==> src/rtl/keypad_scanner.sv <==
// keypad_scanner: scans a 4x4 active-low keypad matrix one column at a time,
// debounces both press and release of a single key, and presents the code
// {row[1:0], col[1:0]} while the key is held, plus a one-cycle key_valid
// strobe per accepted press. The first key found wins; other keys are ignored
// until it is released.
// Optional feature (macro KEYPAD_AUTOREPEAT_EN): while the key stays pressed,
// key_valid re-strobes every REPEAT_CYCLES cycles after the initial strobe.
module keypad_scanner #(
  parameter int SCAN_DWELL      = 4,   // >= 3 so the row synchronizer settles before sampling
  parameter int DEBOUNCE_CYCLES = 16,  // >= 2
  parameter int REPEAT_CYCLES   = 256  // only used with KEYPAD_AUTOREPEAT_EN
) (
  input  logic       sys_clk,
  input  logic       reset,
  input  logic [3:0] row_n,
  output logic [3:0] col_n,
  output logic [3:0] keypad,
  output logic       key_valid,
  output logic       key_down
);

  typedef enum logic [1:0] {SCAN, DEBOUNCE_P, PRESSED, DEBOUNCE_R} state_t;

  localparam int SCAN_DEB_MAX = (SCAN_DWELL > DEBOUNCE_CYCLES) ? SCAN_DWELL : DEBOUNCE_CYCLES;
`ifdef KEYPAD_AUTOREPEAT_EN
  localparam int MAX_TC = ((SCAN_DEB_MAX > REPEAT_CYCLES) ? SCAN_DEB_MAX : REPEAT_CYCLES) - 1;
`else
  localparam int MAX_TC = SCAN_DEB_MAX - 1;
`endif
  localparam int CNT_W = $clog2(MAX_TC) + 1;

  localparam logic [CNT_W-1:0] ONE        = CNT_W'(1);
  localparam logic [CNT_W-1:0] DWELL_LAST = CNT_W'(SCAN_DWELL - 1);
  localparam logic [CNT_W-1:0] PRESS_LAST = CNT_W'(DEBOUNCE_CYCLES - 1);
  // The PRESSED cycle that first sees the row high is the first of the
  // DEBOUNCE_CYCLES high reads, so DEBOUNCE_R itself needs one fewer.
  localparam logic [CNT_W-1:0] RELEASE_LAST = CNT_W'(DEBOUNCE_CYCLES - 2);
`ifdef KEYPAD_AUTOREPEAT_EN
  localparam logic [CNT_W-1:0] REPEAT_LAST = CNT_W'(REPEAT_CYCLES - 1);
`endif

  state_t           state_q, state_d;
  logic [1:0]       col_q, col_d;
  logic [1:0]       row_q, row_d;
  logic [CNT_W-1:0] dwell_q, dwell_d;
  logic [CNT_W-1:0] deb_q, deb_d;
  logic [3:0]       keypad_q, keypad_d;
  logic             key_valid_q, key_valid_d;
  logic             key_down_q, key_down_d;
  logic [3:0]       sync1_q, rows_s_q;
`ifdef KEYPAD_AUTOREPEAT_EN
  logic [CNT_W-1:0] rep_q, rep_d;
`endif

  logic row_high;

  // Lowest-index row currently pulled low (only meaningful when one is low).
  function automatic logic [1:0] lowest_low_row(input logic [3:0] rows);
    if (!rows[0])      return 2'd0;
    else if (!rows[1]) return 2'd1;
    else if (!rows[2]) return 2'd2;
    else               return 2'd3;
  endfunction

  assign row_high = rows_s_q[row_q];

  // Next-state logic: scan, debounce press, hold, debounce release.
  always_comb begin
    // NOTE: every signal gets a default before the case so no path leaves it unassigned, which would infer a latch.
    state_d     = state_q;
    col_d       = col_q;
    row_d       = row_q;
    dwell_d     = dwell_q;
    deb_d       = deb_q;
    keypad_d    = keypad_q;
    key_down_d  = key_down_q;
    key_valid_d = 1'b0;
`ifdef KEYPAD_AUTOREPEAT_EN
    rep_d       = rep_q;
`endif
    unique case (state_q)
      SCAN: begin
        if (dwell_q == DWELL_LAST) begin
          dwell_d = '0;
          if (rows_s_q != 4'hF) begin
            row_d   = lowest_low_row(rows_s_q);
            deb_d   = '0;
            state_d = DEBOUNCE_P;
          end else begin
            col_d = col_q + 2'd1;
          end
        end else begin
          dwell_d = dwell_q + ONE;
        end
      end
      DEBOUNCE_P: begin
        if (row_high) begin
          state_d = SCAN;
          col_d   = col_q + 2'd1;
          dwell_d = '0;
          deb_d   = '0;
        end else if (deb_q == PRESS_LAST) begin
          state_d     = PRESSED;
          deb_d       = '0;
          keypad_d    = {row_q, col_q};
          key_down_d  = 1'b1;
          key_valid_d = 1'b1;
`ifdef KEYPAD_AUTOREPEAT_EN
          rep_d       = '0;
`endif
        end else begin
          deb_d = deb_q + ONE;
        end
      end
      PRESSED: begin
        if (row_high) begin
          state_d = DEBOUNCE_R;
          deb_d   = '0;
`ifdef KEYPAD_AUTOREPEAT_EN
          rep_d   = '0;
        end else if (rep_q == REPEAT_LAST) begin
          key_valid_d = 1'b1;
          rep_d       = '0;
        end else begin
          rep_d = rep_q + ONE;
`endif
        end
      end
      DEBOUNCE_R: begin
        if (!row_high) begin
          state_d = PRESSED;
          deb_d   = '0;
        end else if (deb_q == RELEASE_LAST) begin
          state_d    = SCAN;
          col_d      = col_q + 2'd1;
          dwell_d    = '0;
          deb_d      = '0;
          keypad_d   = 4'b0000;
          key_down_d = 1'b0;
        end else begin
          deb_d = deb_q + ONE;
        end
      end
      default: state_d = SCAN;
    endcase
  end

  // State and output registers plus the 2-flop row synchronizer.
  always_ff @(posedge sys_clk) begin
    // NOTE: non-blocking assignments so every register updates from pre-edge values.
    if (reset) begin
      state_q     <= SCAN;
      col_q       <= 2'd0;
      row_q       <= 2'd0;
      dwell_q     <= '0;
      deb_q       <= '0;
      keypad_q    <= 4'b0000;
      key_valid_q <= 1'b0;
      key_down_q  <= 1'b0;
      sync1_q     <= 4'hF;
      rows_s_q    <= 4'hF;
`ifdef KEYPAD_AUTOREPEAT_EN
      rep_q       <= '0;
`endif
    end else begin
      state_q     <= state_d;
      col_q       <= col_d;
      row_q       <= row_d;
      dwell_q     <= dwell_d;
      deb_q       <= deb_d;
      keypad_q    <= keypad_d;
      key_valid_q <= key_valid_d;
      key_down_q  <= key_down_d;
      sync1_q     <= row_n;
      rows_s_q    <= sync1_q;
`ifdef KEYPAD_AUTOREPEAT_EN
      rep_q       <= rep_d;
`endif
    end
  end

  assign col_n     = ~(4'b0001 << col_q);
  assign keypad    = keypad_q;
  assign key_valid = key_valid_q;
  assign key_down  = key_down_q;

endmodule

==> config.mk <==
export PLATFORM = sky130hd
export DESIGN_NAME = keypad_scanner
export DESIGN_NICKNAME = d
export VERILOG_FILES = /design/src/rtl/keypad_scanner.sv
export SDC_FILE = /design/constraint.sdc
export NUM_CORES = 1
export LEC_CHECK = 0
export ABC_AREA = 1
export CAP_MARGIN = 15
export CORE_MARGIN = 3
export CORE_UTILIZATION = 45
export CTS_CLUSTER_DIAMETER = 100
export DETAILED_ROUTE_END_ITERATION = 7
export DONT_BUFFER_PORTS = 1
export GPL_TIMING_DRIVEN = 1
export HOLD_SLACK_MARGIN = 0.05
export PLACE_DENSITY = 0.69
export SKIP_CTS_REPAIR_TIMING = 1
export SYNTH_ARGS = -nofsm -noshare
export SYNTH_HDL_FRONTEND = slang
export SYNTH_SLANG_ARGS = --single-unit
==> constraint.sdc <==
create_clock -name sys_clk -period 2.94 [get_ports sys_clk]
set_clock_uncertainty 0.1 [all_clocks]
set_input_delay 0.735 -clock sys_clk [delete_from_list [all_inputs] [get_ports sys_clk]]
set_output_delay 0.735 -clock sys_clk [all_outputs]
set_load 0.1 [all_outputs]
==> results.yml <==
outcome:
  status: "finished clean"
logic_synthesis:
  synth-simple-area-share: 0.340
  synth_nets: 220
  synth-seq-cells: 30
  synthMuxAreaShare: 0
  synth_cells: 205
  synth_top_family_by_area: "simple AND/OR/NAND/NOR gates"
  post-synth-top-area-cell: "dfxtp_1"
  synth_area_sq_um: 1600
  yosys.area_share.adder: 0.0706
  synthTopCellsByArea: "dfxtp_1, nand2_1, ha_1"
  synth-xor-area-share: 0.0220
  ys_seq_area_frac: 0.376
  yosysWarnings: 0
  syn_avg_cell_area_sq_um: 7.78
  synth_cell_types: 27
  synth_compound_area_frac: 0.113
  synth_top_area_share: 0.376
sta:
  fin_crit_sh: 0.789
  hold_viol_final: 0
  whs_ns: 0.315
  final.setup.tns_ns: 0
  finalMaxSlewViolations: 0
  fin_ws_ns: 0.620
  fmax_ghz: 0.431
  rsz0062_at_grt: "no"
  worst_pin_slew_ns: 0.818
  slew-limit-headroom: 0.454
  finalSetupViolCount: 0
  min_period_ns: 2.32
finish:
  final_cell_area_sq_um: 1770
  diodes: 0
  area_delta_synth_final_pct: 11.0
  finalNetCount: 234
  postLayoutCoreUtil: 0.553
  num-fill-cells: 333
  fin_cells: 264
  seq_area_sq_um: 601
  drive_gt1_frac: 0.259
  multi_input_area_sq_um: 871
place:
  placed_area_sq_um: 1710
  place_congestion: 0.785
  port_buffers: 0
  dpl.hpwl_um: 2010
  dp_slack_ns: 0.994
  placed_cells: 256
power:
  p_per_area_nw_per_um2: 491
  leakagePower_nw: 0.757
  vdd_ir_drop_max_uv: 284
  finalPower_mw: 0.870
route:
  antenna_left: 0
  first_iter_violations: 76
  wl_um: 2800
  routed_via_density: 4.79
  vias: 1265
  first_pass_iters: 4
  drc: 0
  drt-wirelength-per-cell_um: 10.6
flow_run:
  drv_cap: 0
clocking:
  clock_path_buffers: 2
  clk_pin_slew_ns: 0.10
  cts_tree: "done"
  clock_latency_ns: 0.34
  htree_levels: 2
  numCtsBuffers: 5
  cts_root_buf: "clkbuf_4"
  clock_sinks: 30
worst_setup_path:
  critPathLaunchType: "flip-flop"
  cp.required_ns: 2.11
  crit_type: "reg -> out"
  worstPathMaxFanout: 4
  critPathCaptureType: "output port"
  cp.arrival_ns: 1.49
grt:
  gr-usage-all-layers: 0.154
  grt_antenna_before_repair: 0
  grt_max_degree: 24
  grt-ovfl-total: 0
  grt_pass1_vias: 1157
  grt_pass1_wl_um: 5020
floorplanning:
  start_util: 0.498
  die_h_um: 65.5
  core_area_sq_um: 3200
  ioPinCount: 16
  num_rows: 20
  die_w_um: 65.5
  die-area_sq_um: 4300
min_path:
  holdCritPathClass: "reg -> reg"
## critical path, cell delays in order, from the launching register on
cell	delay, ns
dfxtp_1	0.35
ha_1	0.20
inv_1	0.60
## synthesized netlist by cell type, drive strengths merged
| library cell | n |
|---|---|
| dfxtp | 30 |
| a21oi | 16 |
| or2 | 8 |
| nand3 | 12 |
| nand4 | 7 |
| o21ai | 8 |
| nor3b | 1 |
| buf | 1 |
| nor2 | 24 |
| a211oi | 2 |
| nor3 | 1 |
| a22oi | 1 |
| nand2 | 51 |
| clkbuf | 2 |
| xor2 | 4 |
| inv | 28 |
| ha | 9 |
## cells in the final DEF (no fill, tap or decap), types with 2 or more instances in the layout
cell      count
nor2_1       19
nand3_2       4
inv_2         3
nand2_1      36
o21ai_4       2
clkbuf_4      5
or2_2         8
buf_4        10
nand3_1       8
nand4_1       7
nor2_4        2
o21ai_0       4
nand2_4       3
a21oi_1      14
ha_1          9
dfxtp_1      30
o21ai_1       2
a211oi_1      2
inv_1        25
xor2_1        4
nor2_2        3
nand2_2      12
## area by class of cell
class	instances	area share
Inverter	28	0.0594
Clock buffer	6	0.0290
Multi-Input combinational cell	144	0.492
Clock inverter	2	0.00707
Tap cell	44	0.0311
Sequential cell	30	0.339
Timing Repair Buffer	10	0.0424
## cells by family (layout without fill, tap and decap cells)
group | after synthesis | in the layout
adder cells (fa/ha/maj) | 9 | 9
flip-flops | 30 | 30
AND/OR/NAND/NOR | 104 | 104
AO/OA/AOI/OAI | 27 | 27
XOR/XNOR | 4 | 4
buffers and inverters | 31 | 46
## per-layer routing
layer  routed length, um  vias to the layer above  global-route usage
met1                1370                      557               0.196
li1                    -                      681                   -
met2                1260                       20               0.233
met3                 126                        7              0.0479
met5                   0                        -                   0
met4                  48                        0              0.0777
## report_power, final
part	internal [mW]	switching, mW	leakage (nW)
sequential	0.425	0.0153	0.244
clock	0.115	0.152	0.0343
combinational	0.0464	0.116	0.478
total	0.586	0.283	0.757
## final timing paths
| path | endpoint | from | cells past startpoint | slack, ns |
|---|---|---|---|---|
| max | col_n[3] | col_q[0]$_SDFFE_PP0P_ | 2 | 0.62 |
| min | rows_s_q[0]$_SDFF_PP1_ | sync1_q[0]$_SDFF_PP1_ | 1 | 0.31 |
| max reg2reg | key_down$_SDFFE_PP0P_ | deb_q[1]$_SDFFE_PP0P_ | 11 | 1.24 |
| min reg2reg | rows_s_q[0]$_SDFF_PP1_ | sync1_q[0]$_SDFF_PP1_ | 1 | 0.31 |
## sequential cells by signal (all words and copies together), names as in the netlist, named ones only
| register | count |
|---|---|
| row_q | 2 |
| dwell_q | 5 |
| state_q | 1 |
| key_down | 1 |
| keypad | 4 |
| sync1_q | 4 |
| deb_q | 5 |
| col_q | 2 |
| rows_s_q | 4 |
| key_valid | 1 |
Note: power is estimated with default switching activity, not from simulation.
